File: config.mk
export PLATFORM = sky130hd
export DESIGN_NAME = oam_dma_controller
export DESIGN_NICKNAME = d
export VERILOG_FILES = /design/src/rtl/gb_dma_pkg.sv /design/src/rtl/oam_dma_controller.sv
export SDC_FILE = /design/constraint.sdc
export NUM_CORES = 1
export LEC_CHECK = 0
export BUFFER_PORTS_ARGS = -buffer_cell sky130_fd_sc_hd__buf_2
export CAP_MARGIN = 20
export CORE_UTILIZATION = 35
export DETAILED_ROUTE_END_ITERATION = 8
export GPL_ROUTABILITY_DRIVEN = 0
export PLACE_DENSITY = 0.69
export SYNTH_ARGS = -nofsm -noshare
export SYNTH_HDL_FRONTEND = slang
export SYNTH_SLANG_ARGS = --single-unit
File: constraint.sdc
create_clock -name iClock -period 1.65 [get_ports iClock]
set_clock_uncertainty 0.05 [all_clocks]
set_input_delay 0.0825 -clock iClock [delete_from_list [all_inputs] [get_ports iClock]]
set_output_delay 0.0825 -clock iClock [all_outputs]
set_load 0.02 [all_outputs]
File: src/rtl/gb_dma_pkg.sv
// gb_dma_pkg: definitions shared by the OAM DMA controller and the mmu.
//   dma_state_t  : DMA sequencer states
//   DMA_REG_ADDR : the FF46 DMA trigger/readback register address
//   HRAM_LO/HI   : the HRAM window that stays reachable while DMA runs
//   ECHO_BASE    : source pages at or above this value alias C000-DFFF
//   echo_map()   : translates a source page to the page actually read
package gb_dma_pkg;

  typedef enum logic [1:0] {
    IDLE  = 2'd0,
    START = 2'd1,
    XFER  = 2'd2,
    LAST  = 2'd3
  } dma_state_t;

  localparam logic [15:0] DMA_REG_ADDR = 16'hFF46;
  localparam logic [15:0] HRAM_LO      = 16'hFF80;
  localparam logic [15:0] HRAM_HI      = 16'hFFFE;
  localparam logic [7:0]  ECHO_BASE    = 8'hE0;

  // Pages E0-FF are the echo of work RAM, so they are read from C0-DF.
  function automatic logic [7:0] echo_map(input logic [7:0] src);
    return (src >= ECHO_BASE) ? (src - 8'h20) : src;
  endfunction

endpackage

File: src/rtl/oam_dma_controller.sv
// oam_dma_controller: sequences the OAM DMA transfer started by a CPU write
// to FF46. Copies LENGTH bytes from {src,8'h00} into OAM, one byte every
// CYCLES_PER_BYTE clocks, after STARTUP_DELAY idle clocks.
// Ports:
//   iClock, iReset     : clock, asynchronous active-low reset
//   iCpuAddr/We/Data   : CPU bus, watched for the FF46 trigger
//   oDmaReg            : FF46 readback (last value written)
//   oDmaActive         : transfer in progress
//   oCpuBlocked        : CPU bus blocked (all but HRAM and FF46)
//   oDmaReadAddr       : source address into the mmu read mux
//   iDmaReadData       : source byte returned by the mmu
//   oOamWe/Addr/Data   : OAM write port
module oam_dma_controller
  import gb_dma_pkg::*;
#(
  parameter int LENGTH          = 160,
  parameter int CYCLES_PER_BYTE = 4,
  parameter int STARTUP_DELAY   = 4
) (
  input  logic        iClock,
  input  logic        iReset,
  input  logic [15:0] iCpuAddr,
  input  logic        iCpuWe,
  input  logic [7:0]  iCpuData,
  output logic [7:0]  oDmaReg,
  output logic        oDmaActive,
  output logic        oCpuBlocked,
  output logic [15:0] oDmaReadAddr,
  input  logic [7:0]  iDmaReadData,
  output logic        oOamWe,
  output logic [7:0]  oOamAddr,
  output logic [7:0]  oOamData
);

  localparam int SW = $clog2(CYCLES_PER_BYTE);
  localparam int DW = (STARTUP_DELAY > 1) ? $clog2(STARTUP_DELAY) : 1;

  localparam logic [SW-1:0] SLOT_LAST  = SW'(CYCLES_PER_BYTE - 1);
  localparam logic [DW-1:0] DELAY_LAST = DW'(STARTUP_DELAY - 1);
  localparam logic [7:0]    IDX_LAST   = 8'(LENGTH - 1);

  dma_state_t    state_reg, state_next;
  logic [7:0]    dma_reg_reg;   // FF46 value; doubles as the source page
  logic [7:0]    idx_reg;
  logic [SW-1:0] slot_reg;
  logic [DW-1:0] delay_reg;
  logic          oam_we_reg;
  logic [7:0]    oam_addr_reg;
  logic [7:0]    oam_data_reg;

  logic trigger;
  logic slot_end;
  logic in_hram;

  assign trigger  = iCpuWe && (iCpuAddr == DMA_REG_ADDR);
  assign slot_end = (slot_reg == SLOT_LAST);

  // State register
  always_ff @(posedge iClock or negedge iReset) begin
    if (!iReset) state_reg <= IDLE;
    else         state_reg <= state_next;
  end

  // Next-state logic; a trigger restarts from any state
  always_comb begin
    state_next = state_reg;
    if (trigger) begin
      state_next = START;
    end else begin
      case (state_reg)
        IDLE:    state_next = IDLE;
        START:   if (delay_reg == DELAY_LAST) state_next = XFER;
        XFER:    if (slot_end && idx_reg == IDX_LAST) state_next = LAST;
        LAST:    state_next = IDLE;
        default: state_next = IDLE;
      endcase
    end
  end

  // Counters and the registered OAM write port
  always_ff @(posedge iClock or negedge iReset) begin
    if (!iReset) begin
      dma_reg_reg  <= 8'h00;
      idx_reg      <= 8'h00;
      slot_reg     <= '0;
      delay_reg    <= '0;
      oam_we_reg   <= 1'b0;
      oam_addr_reg <= 8'h00;
      oam_data_reg <= 8'h00;
    end else if (trigger) begin
      // Restart also cancels a write that would have issued next clock
      dma_reg_reg <= iCpuData;
      idx_reg     <= 8'h00;
      slot_reg    <= '0;
      delay_reg   <= '0;
      oam_we_reg  <= 1'b0;
    end else begin
      oam_we_reg <= 1'b0;
      case (state_reg)
        START: delay_reg <= delay_reg + 1'b1;
        XFER: begin
          if (slot_end) begin
            oam_data_reg <= iDmaReadData;
            oam_addr_reg <= idx_reg;
            oam_we_reg   <= 1'b1;
            slot_reg     <= '0;
            // idx stops at the final byte, so it never wraps
            if (idx_reg != IDX_LAST) idx_reg <= idx_reg + 8'd1;
          end else begin
            slot_reg <= slot_reg + 1'b1;
          end
        end
        default: ;
      endcase
    end
  end

  // Output logic
  always_comb begin
    oDmaActive   = (state_reg != IDLE);
    oDmaReadAddr = 16'h0000;
    if (oDmaActive) oDmaReadAddr = {echo_map(dma_reg_reg), idx_reg};
    in_hram      = (iCpuAddr >= HRAM_LO) && (iCpuAddr <= HRAM_HI);
    oCpuBlocked  = oDmaActive && !in_hram && (iCpuAddr != DMA_REG_ADDR);
  end

  assign oDmaReg  = dma_reg_reg;
  assign oOamWe   = oam_we_reg;
  assign oOamAddr = oam_addr_reg;
  assign oOamData = oam_data_reg;

endmodule

## Yosys cells after proc, flatten, opt, wreduce, memory -nomap -nowiden

Cells that the tools add are included.

- Bits in registers: 39
- Input bits: 35
- Output and inout bits: 43

- Add/sub/neg operators: 4
- Order comparisons: 3
- Equality and inequality tests: 11
- Mux-type cells: 18
- Bitwise operators: 1
- Reduce and logical (&&, ||, !) cells: 16

Operators by type and width:

| kind | count |
|---|---|
| $mux 8 | 5 |
| $eq 16x16->1 const B | 1 |
| $ge 16x16->1 const B | 1 |
| $le 16x16->1 const B | 1 |
| $mux 16 | 1 |
| $mux 2 | 8 |
| $ne 16x16->1 const B | 1 |
| $reduce_bool 2->1 | 5 |
| $add 8x1->8 const B | 1 |
| $eq 2x2->1 const B | 4 |
| $eq 8x8->1 const B | 1 |
| $ge 8x8->1 const B | 1 |
| $ne 8x8->1 const B | 1 |
| $sub 8x6->8 const B | 1 |
| $ne 3x3->1 const B | 2 |
| $pmux 2 s3 | 1 |
| $reduce_and 3->1 | 2 |
| $logic_and 1x1->1 | 5 |
| $add 2x1->2 const B | 2 |
| $mux 1 | 3 |
| $eq 2x1->1 const B | 1 |
| $logic_not 2->1 | 1 |
| $reduce_and 2->1 | 1 |
| $reduce_or 2->1 | 1 |
| 2 further kinds | 2 |

## Longest topological paths before layout

Gate-level depths: netlist of run 1.

- Depth after elaboration: 5
- Gate-level depth with buffers: 6
- Mapped depth without buffers: 6

## Least setup slack after synthesis of run 1

Ideal clock, no wire load.

- Path type: reg-to-reg
- Start: register state_reg[0]
- End: register oam_addr_reg[0], in the netlist oOamAddr[0]
- Library setup time: 0.125 ns
- Data arrival time: 1.625 ns
- Data required time: 1.475 ns
- Setup slack: -0.150 ns
- Cell stages (with the launch flop): 7
- Buffers on the path: 1
- Clock period less this slack: 1.800 ns
- Cells stage by stage: dfrtp_1 > inv_1 > ha_1 > nand2_1 > a21oi_2 > buf_6 > mux2_4

- Longest elaborated chain between the ends: 2

RTL lines:

| item | RTL line | text |
|---|---|---|
| start: declaration | oam_dma_controller.sv:42 | `dma_state_t state_reg, state_next;` |
| start signal: assignment | oam_dma_controller.sv:61 | `else state_reg <= state_next;` |
| $eq 2x2->1 | oam_dma_controller.sv:99 | `case (state_reg)` |
| $reduce_and 3->1 (no source line) | - |  |
| end signal: assignment | oam_dma_controller.sv:104 | `oam_addr_reg <= idx_reg;` |
| end: declaration | oam_dma_controller.sv:48 | `logic [7:0] oam_addr_reg;` |

Every way passes these cells.
A chain may end at the register's enable or synchronous reset.

## Worst setup path in the final report of run 1

- Start: register state_reg[0]
- End: register idx_reg[3]

- Longest elaborated chain between the ends: 3

RTL lines:

| item | RTL line | text |
|---|---|---|
| $eq 2x2->1 | oam_dma_controller.sv:99 |  |
| $reduce_bool 2->1 (no source line) | - |  |
| $reduce_and 3->1 (no source line) | - |  |
| end signal: assignment | oam_dma_controller.sv:108 | `if (idx_reg != IDX_LAST) idx_reg <= idx_reg + 8'd1;` |
| end: declaration | oam_dma_controller.sv:44 | `logic [7:0] idx_reg;` |

Every way passes these cells.

==> impl_metrics.yaml, run 1 <==
pwr:
  power_density_nw_per_um2: 606.2
  power.total_mw: 1.806
  ir_drop_mv: 0.4328
  p_leak_nw: 1.445
setup_path:
  worstPathRequired_ns: 1.79
  crit_family: "flip-flops"
  cpMaxStageDelayCell: "dfrtp_1"
  cp.arrival_ns: 1.77
  crit_path_end_kind: "flop"
  crit_chain: "inv_2, ha_4, buf_6, nand4_1, buf_4, a211oi_1, xnor2_1, nor2_1"
  path_class: "flop to flop"
  start_kind: "flop"
  cp_slowest_stage_delay_ns: 0.39
  crit_buf_inv: 3
  cp_max_fo: 5
yosys:
  synth_top_area_share_pct: 50.45
  ys_ff_latch: 39
  yosys-top-cells-count: "39 x dfrtp_1, 16 x nor2_1, 13 x nor2b_1"
  ys_async_sr_fraction_pct: 100.0
  syn_inst: 164
  synth.most_common_cell: "dfrtp_1"
  syn_nets: 206
  synth.yosys.seq_area_share_pct: 50.45
  yosysUniqueCellTypes: 34
  synth-main-ff-cell: "dfrtp_1"
  ys_warn_count: 0
  synth.area.top_cells: "dfrtp_1 50%, mux2_4 7.0%, mux2_2 7.0%"
  synth_area_sq_um: 1934
  yosysTopAreaCell: "dfrtp_1"
  syn_area_per_cell_sq_um: 11.79
  synth-edff-count: 0
grt:
  grt_pass1_wl_mm: 7.824
  grt_usage_pct: 16.93
  grt_pass1_vias: 1724
  antenna_found_initial: 0
  met1_usage_pct: 19.92
  use_met3_pct: 5.150
  grt_max_degree: 40
  overflow: 0
  use_met2_pct: 29.46
  grt_most_used_layer: "met2"
place:
  place_inst: 327
  dp_hpwl_mm: 3.314
  io_buffers: 77
  placed_area_sq_um: 2546
drt:
  viasPerCell: 4.787
  postRouteAntennaNets: 0
  drt-total-wl_mm: 4.717
  initialDrtViolationCount: 32
  wl_per_cell_microns: 13.07
  route.detailed.drc: 0
  firstDrtPassIters: 4
  vias: 1728
cells_and_area:
  finalInstanceArea_sq_um: 2979
  final_nets: 332
  register_area_sq_um: 975.9
  nFillCells: 444
  final_layout_size_suffix_gt1_share_pct: 52.23
  antenna_cells: 0
  final_cells: 361
  synthToLayoutAreaGrowth_pct: 54.01
  multi_input_area_sq_um: 952.2
cts:
  clock_sinks: 39
  numCtsBuffers: 5
  clk_path_buf_depth: 2
  clkTransAtPathRegs_ns: 0.08
  cts-root-buf: "clkbuf_8"
  htreeDepth: 2
  clock_latency_ns: 0.30
  cts_tree: "done"
sta:
  slew_viol_final: 0
  slew_headroom_pct: 67.12
  grt_setup_unrepaired: "true"
  tightestPinTransition_ns: 0.4932
  tns_ns: 0
  period_minus_slack_ns: 1.638
  setup_viol: 0
  hold_viol_final: 0
  post-route-period-util_pct: 99.25
  max_clock_freq_mhz: 610.6
floorplanning:
  core_sq_um: 5205
  die_h_microns: 76.34
  rows: 26
  die_w_microns: 76.34
  die_area_sq_um: 5828
  io_pins: 78
  start_util_pct: 37.16
min_path:
  hold_path.class: "input port to flop"
job:
  maxCapViolations: 0
run_status:
  status: "complete, no violations"
## timing repair
action,4_1_cts,5_1_grt
pin swaps,2,7
gates resized for setup,11,16
hold endpoints to repair,55,0
buffers inserted,3,6
endpoints found under the setup margin,22,16
hold buffers,17,0
## final timing paths
kind	startpoint	endpoint	slack, ns	depth (start not counted)
min	iCpuAddr[7]	oDmaReg[6]	0.22	5
min in group asynchronous	iReset	oOamAddr[2]	0.31	3
max in group asynchronous	iReset	delay_reg[1]	0.90	3
max reg2reg	state_reg[0]	idx_reg[3]	0.01	8
min reg2reg	oOamAddr[4]	oOamAddr[4]	0.46	1
max	state_reg[0]	idx_reg[3]	0.01	8
## metrics by stage
stage / hold WS [ns] / utilization, % / setup slack (ns)
2_1_floorplan: -0.2631 / - / -0.08283
3_3_place_gp: 0.1235 / 48.92 / -0.1765
3_5_place_dp: 0.1191 / 48.92 / -0.1948
4_1_cts: 0.2093 / 55.34 / -0.002563
5_1_grt: 0.2417 / 57.24 / -0.08859
6_report: 0.2159 / 57.24 / 0.01233
## area by class of cell
class,count,share of cell area (%)
clock buffers,5,2.310
clock inverters,3,0.6720
inverters,10,1.260
multi-input cells,110,31.96
flip-flops and latches,39,32.76
well taps,70,2.940
repair buffers,124,28.10
## placed cells by master, fill, tap and decap left out, types with 2 or more instances in the layout
master	Yosys	final
inv_1	10	8
mux2i_1	4	4
buf_4	2	34
mux2_2	12	12
dfrtp_1	39	39
clkinvlp_4	0	2
xnor2_1	6	6
a311oi_2	0	2
a211oi_1	4	2
ha_1	7	5
dlygate4sd3_1	0	17
inv_2	0	2
clkbuf_8	0	5
nand3_1	6	6
buf_6	1	5
nand4_1	5	5
buf_2	0	67
nor2b_1	13	13
nor3_1	2	2
mux2_4	9	9
o21ai_0	4	4
a211oi_2	0	2
nor2_1	16	15
a21oi_1	4	4
ha_4	0	2
## kinds of logic after synthesis
kind of cell,share of synthesized area (%)
and+or+nand+nor,14.94
DFF,50.45
muxes,16.04
AOI/OAI and AO/OA,7.181
buffers and inverters,3.687
xor gates and xnor gates,3.170
adders and majority gates,4.528
## worst min-delay path, cell delays in order
cell and delay, ns:
buf_2 0.11, nor4_4 0.06, buf_4 0.13, nand3_1 0.07, o21ai_0 0.07
## layer usage
| metal | up-vias | share of wire [%] |
|---|---|---|
| met5 | - | 0 |
| met4 | 0 | 1.3 |
| met3 | 6 | 6.0 |
| met2 | 55 | 51 |
| met1 | 841 | 42 |
| li1 | 826 | - |
## report_power, final
group	switching [mW]	leakage, nW	internal [mW]
logic	0.0804	0.956	0.0947
clock network	0.354	0.0402	0.294
registers	0.0107	0.448	0.972
total	0.445	1.44	1.36
No activity file was read; power rests on OpenSTA's default activity.
==> run 2, diff against run 1 <==
--- a/config.mk
+++ b/config.mk
@@ -5,12 +5,14 @@
 export SDC_FILE = /design/constraint.sdc
 export NUM_CORES = 1
 export LEC_CHECK = 0
+export ABC_AREA = 1
 export BUFFER_PORTS_ARGS = -buffer_cell sky130_fd_sc_hd__buf_2
 export CAP_MARGIN = 20
 export CORE_UTILIZATION = 35
 export DETAILED_ROUTE_END_ITERATION = 8
 export GPL_ROUTABILITY_DRIVEN = 0
 export PLACE_DENSITY = 0.69
+export SETUP_SLACK_MARGIN = 0.1
 export SYNTH_ARGS = -nofsm -noshare
 export SYNTH_HDL_FRONTEND = slang
 export SYNTH_SLANG_ARGS = --single-unit
==> constraint.sdc (replaced) <==
create_clock -name iClock -period 1.5 [get_ports iClock]
set_clock_uncertainty 0.05 [all_clocks]
set_input_delay 0.075 -clock iClock [delete_from_list [all_inputs] [get_ports iClock]]
set_output_delay 0.075 -clock iClock [all_outputs]
set_load 0.02 [all_outputs]
==> run 2 against run 1 <==
Compared with the run above: first-iteration DRC count grew to 2.7 times the previous value; largest cell class is now multi-input combinational cells; critical path type is now flop to output port; global-route usage is 0.87 points higher; critical endpoint is now oDmaReadAddr[5]; synthesized area is 7.0% higher.
==> impl_metrics.yaml, run 2 <==
run_status:
  status: "complete, no violations"
drt:
  drt-total-wl_mm: 5.280
  viasPerCell: 4.568
  route.detailed.drc: 0
  postRouteAntennaNets: 0
  vias: 2106
  wl_per_cell_microns: 11.45
  initialDrtViolationCount: 85
  firstDrtPassIters: 4
grt:
  overflow: 0
  grt_max_degree: 25
  grt_pass1_vias: 2063
  grt_usage_pct: 17.80
  antenna_found_initial: 0
  grt_pass1_wl_mm: 8.756
setup_path:
  start_kind: "flop"
  cp.arrival_ns: 1.34
  cp_common_cell: "buf_6"
  cp_slowest_stage_delay_ns: 0.41
  path_class: "flop to output port"
  crit_path_end_kind: "output port"
  cp_max_fo: 6
  worstPathRequired_ns: 1.37
  cpMaxStageDelayCell: "dfrtp_1"
  crit_chain: "inv_2, ha_4, buf_6, nor2_4, buf_6"
sta:
  max_clock_freq_mhz: 681.0
  tns_ns: 0
  post-route-period-util_pct: 97.89
  grt_setup_unrepaired: "true"
  worst_hold_slack_ns: 0.1266
  period_minus_slack_ns: 1.468
  hold_viol_final: 0
  slew_headroom_pct: 70.11
  slew_viol_final: 0
  setup_viol: 0
  tightestPinTransition_ns: 0.4484
yosys:
  synthAdderAreaFrac_pct: 4.232
  ys_ff_latch: 39
  synth.most_common_cell: "nand2_1"
  yosysTopAreaCell: "dfrtp_1"
  synth-edff-count: 0
  muxShareOfSynthArea_pct: 0.5441
  ys_warn_count: 0
  synth_top_family_by_area: "simple AND/OR/NAND/NOR gates"
  yosys-top-cells-count: "87 x nand2_1, 50 x inv_1, 39 x dfrtp_1"
  syn_nets: 322
  ys_async_sr_fraction_pct: 100.0
  synth-compound-area-share_pct: 4.111
  synth.area.top_cells: "dfrtp_1 47%, nand2_1 16%, inv_1 9.1%"
  synth_top_area_share_pct: 47.16
  syn_area_per_cell_sq_um: 7.391
  synth_area_sq_um: 2069
  yosys.area_share.simple_pct: 31.98
  syn_inst: 280
  synth-main-ff-cell: "dfrtp_1"
  yosysUniqueCellTypes: 22
  synth.yosys.seq_area_share_pct: 47.16
  synth_xor_area_share_pct: 0.4232
cts:
  clk_path_buf_depth: 2
  htreeDepth: 2
  clock_sinks: 39
  clkTransAtPathRegs_ns: 0.07
  cts_tree: "done"
  clock_latency_ns: 0.29
  cts-root-buf: "clkbuf_8"
  numCtsBuffers: 5
floorplanning:
  die_h_microns: 78.90
  die_w_microns: 78.90
  core_sq_um: 5608
  rows: 27
  start_util_pct: 36.90
  io_pins: 78
  die_area_sq_um: 6224
cells_and_area:
  final_layout_size_suffix_gt1_share_pct: 39.07
  final_common_cell: "nand2_1"
  antenna_cells: 0
  synthToLayoutAreaGrowth_pct: 58.16
  finalInstanceArea_sq_um: 3273
  final_nets: 430
  layout_common_cells: "77 x nand2_1, 59 x buf_2, 44 x inv_1"
  final_util_pct: 58.37
place:
  placed_area_sq_um: 2581
  io_buffers: 77
  dp_hpwl_mm: 3.334
pwr:
  ir_drop_mv: 0.6188
  p_leak_nw: 1.839
  power_density_nw_per_um2: 1111
job:
  maxCapViolations: 0
min_path:
  hold_path.class: "input port to flop"
## run 2: timing repair
item | in CTS | in global routing
pin swaps | 4 | 23
setup buffers | 7 | 1
gates cloned | 0 | 1
resized for setup | 49 | 56
setup endpoints to repair | 39 | 45
endpoints found under the hold margin | 34 | 0
hold buffers | 17 | 0
## run 2: cell families (layout without fill, tap and decap cells)
family | Yosys count | in the layout
buffers and inverters | 60 | 169
xor gates and xnor gates | 1 | 1
muxes | 1 | 1
DFF | 39 | 39
AOI/OAI and AO/OA | 16 | 16
adders and majority gates | 7 | 7
and+or+nand+nor | 156 | 156
## run 2: cell type report
type                    count  area [sq um]
multi-input cells         181          1070
repair inverters            1         6.256
clock inverters             3         43.79
repair buffers            109         818.3
inverters                  51         198.9
flip-flops and latches     39         977.2
clock buffers               5         68.82
fillers                   510          2335
well taps                  72         90.09
## run 2: final timing paths
| check | startpoint | cells after the start | slack [ns] | to |
|---|---|---|---|---|
| max in group asynchronous | iReset | 3 | 0.72 | oDmaReg[6] |
| worst max register to register | state_reg[0] | 11 | 0.10 | state_reg[1] |
| worst min register to register | oOamData[6] | 2 | 0.42 | oOamData[6] |
| min in group asynchronous | iReset | 2 | 0.21 | idx_reg[1] |
| worst max-delay path | state_reg[1] | 5 | 0.03 | oDmaReadAddr[5] |
| worst min-delay path | iCpuWe | 4 | 0.13 | idx_reg[6] |
## run 2: power breakdown
part	switching (mW)	total (mW)	internal, mW	leakage [nW]
clock	0.369	0.864	0.495	0.0581
sequential	0.128	1.36	1.23	0.494
combinational	0.832	1.41	0.580	1.29
total	1.33	3.64	2.31	1.84
## run 2: routing by layer
metal / GRT usage (%) / wire (microns) / up-vias
met1: 20.73 / 2260 / 955
met4: 5.818 / 83 / 0
li1: - / - / 1067
met5: 0 / 0 / -
met3: 5.172 / 319 / 10
met2: 31.30 / 2616 / 74
## run 2: stage by stage
| stage | std cells | power, mW | worst slack, ns |
|---|---|---|---|
| floorplan | 280 | 2.012 | 0.1195 |
| global placement | 427 | 2.357 | 0.009192 |
| detailed placement | 427 | 2.373 | 0.03727 |
| CTS | 459 | 3.471 | 0.02187 |
| global route | 461 | 3.880 | -0.03458 |
| finish | 461 | 3.638 | 0.03162 |
## run 2: worst max-delay path, delay by kind of cell (launching register included)
family	cells	cell delay [ns]
buffers and inverters	3	0.39
adders and majority gates	1	0.21
DFF	1	0.41
and+or+nand+nor	1	0.04
==> run 3, diff against run 2 <==
--- a/config.mk
+++ b/config.mk
@@ -8,10 +8,10 @@
 export ABC_AREA = 1
 export BUFFER_PORTS_ARGS = -buffer_cell sky130_fd_sc_hd__buf_2
 export CAP_MARGIN = 20
-export CORE_UTILIZATION = 35
+export CORE_UTILIZATION = 44
 export DETAILED_ROUTE_END_ITERATION = 8
 export GPL_ROUTABILITY_DRIVEN = 0
-export PLACE_DENSITY = 0.69
+export PLACE_DENSITY = 0.82
 export SETUP_SLACK_MARGIN = 0.1
 export SYNTH_ARGS = -nofsm -noshare
 export SYNTH_HDL_FRONTEND = slang
==> run 3 against run 2 <==
Compared with the run above: sequential power barely moved; first-iteration DRC count rose by 41%; largest cell class unchanged; the flow now finishes with violations (design-rule violations, negative setup slack); maximum frequency fell by 3.6%; power fell by 1.2%; combinational power fell by 8%.
==> impl_metrics.yaml, run 3 (same netlist as run 2, synthesis figures left out) <==
run_status:
  status: "finished, violations left"
  violations: "design-rule violations, negative setup slack"
cells_and_area:
  finalInstanceArea_sq_um: 3152
  final_layout_size_suffix_gt1_share_pct: 36.96
  antenna_cells: 0
  synthToLayoutAreaGrowth_pct: 52.30
  multi_input_area_sq_um: 1006
  final_cells: 447
  nFillCells: 330
  final_nets: 436
  layout_common_cells: "81 x nand2_1, 63 x buf_2, 44 x inv_1"
  final_util_pct: 70.92
  final_common_cell: "nand2_1"
  register_area_sq_um: 977.2
job:
  maxCapViolations: 0
setup_path:
  cp_max_fo: 3
  crit_path_end_kind: "flop"
  path_class: "flop to flop"
  reg2reg_depth: 11
  worstPathRequired_ns: 1.65
  start_kind: "flop"
  rr_endpoint: "state_reg[1]"
  worstReg2RegStart: "state_reg[1]"
  cp.arrival_ns: 1.67
  rrSetupSlack_ns: -0.02
place:
  io_buffers: 77
  dp_worst_setup_slack_ns: -0.1030
  placed_area_sq_um: 2524
  dp_hpwl_mm: 3.305
  place_inst: 406
floorplanning:
  io_pins: 78
  die_area_sq_um: 4982
  rows: 24
  die_w_microns: 70.58
  core_sq_um: 4444
  start_util_pct: 46.57
  die_h_microns: 70.58
sta:
  hold_viol_final: 0
  grt_setup_unrepaired: "true"
  setup_viol: 2
  finalWorstSetupSlack_ns: -0.02265
  max_clock_freq_mhz: 656.7
  tightestPinTransition_ns: 0.4868
  slew_headroom_pct: 67.55
  period_minus_slack_ns: 1.523
  post-route-period-util_pct: 101.5
  slew_viol_final: 0
drt:
  postRouteAntennaNets: 0
  initialDrtViolationCount: 120
  route.detailed.drc: 11
  viasPerCell: 4.942
  firstDrtPassIters: 6
  drt-total-wl_mm: 5.516
  wl_per_cell_microns: 12.34
  vias: 2209
cts:
  clock_latency_ns: 0.30
  cts_tree: "done"
  htreeDepth: 2
  cts-root-buf: "clkbuf_8"
  clk_path_buf_depth: 2
  clock_sinks: 39
  numCtsBuffers: 5
  clkTransAtPathRegs_ns: 0.07
pwr:
  power.total_mw: 3.595
  p_leak_nw: 1.848
  ir_drop_mv: 0.4883
  power_density_nw_per_um2: 1141
min_path:
  hold_path.class: "input port to flop"
  holdPathStages: 4
  whs_endpoint: "idx_reg[7]"
  hold_start: "iCpuWe"
grt:
  grt_max_degree: 40
  antenna_found_initial: 0
  grt_pass1_wl_mm: 8.169
  overflow: 0
  grt_usage_pct: 20.91
  grt_pass1_vias: 1947
-- run 3: cell types whose count changed in the layout (fill, tap and decap cells not counted), moves of 2 or more --
cell / previous run / this run
nor2_4: 13 / 5
buf_2: 59 / 63
a21oi_1: 2 / 4
buf_6: 18 / 8
nand2_2: 6 / 2
nor2_2: 6 / 8
buf_4: 12 / 27
a21oi_2: 2 / 0
buf_12: 3 / 0
nor2_1: 15 / 21
nand2_1: 77 / 81
-- run 3: area by class of cell --
class                           instances  area share, %
Timing Repair Buffer                  115          24.69
Clock buffer                            6          2.620
Multi-Input combinational cell        181          31.92
Clock inverter                          2          1.231
Tap cell                               52          2.064
Sequential cell                        39          31.00
Inverter                               51          6.312
Timing Repair inverter                  1         0.1588
-- run 3: through the flow --
stage          hold slack, ns  TNS (ns)
5_1_grt                0.1755   -0.6675
4_1_cts                0.1249         0
3_5_place_dp           0.1021   -0.2143
3_3_place_gp           0.1085  -0.08797
2_1_floorplan         -0.2706         0
6_report               0.1309  -0.02621
-- run 3: how the worst max path moves through the flow --
| stage | startpoint | to | slack, ns |
|---|---|---|---|
| finish | state_reg[1] | state_reg[1] | -0.02 |
| global route | state_reg[0] | oDmaReadAddr[2] | -0.09 |
| CTS | state_reg[0] | oDmaReadAddr[13] | 0.002 |
| detailed placement | state_reg[0] | oDmaReadAddr[14] | -0.10 |
| global placement | state_reg[0] | oDmaReadAddr[15] | -0.04 |
| floorplan | state_reg[0] | oDmaReadAddr[10] | 0.12 |
-- run 3: timing repair --
action,CTS,global route
setup endpoints to repair,41,45
buffers inserted,8,7
hold buffers,17,0
cloned,0,1
hold endpoints to repair,55,0
pin swaps,6,8
gates resized for setup,24,44
-- run 3: critical path: stages (launching register included) --
cell,delay (ns)
dfrtp_1,0.39
buf_4,0.15
ha_2,0.19
buf_4,0.15
nand2_2,0.06
nand2_1,0.06
inv_1,0.07
nand3_2,0.09
nand2_2,0.08
nand2_1,0.05
nand2_1,0.05
nor2_1,0.04
-- run 3: layer usage --
layer	vias up	part of all wire, %	global-route usage (%)
met5	-	0	0
met4	0	2.0	8.667
met3	12	6.3	6.125
met2	98	49	36.57
met1	1014	43	24.12
li1	1085	-	-
-- run 3: where the power goes --
group          leakage, nW  internal (mW)  switching [mW]
Sequential           0.494           1.23           0.135
Clock               0.0618          0.547           0.384
Combinational         1.29          0.509           0.786
Total                 1.85           2.29            1.30
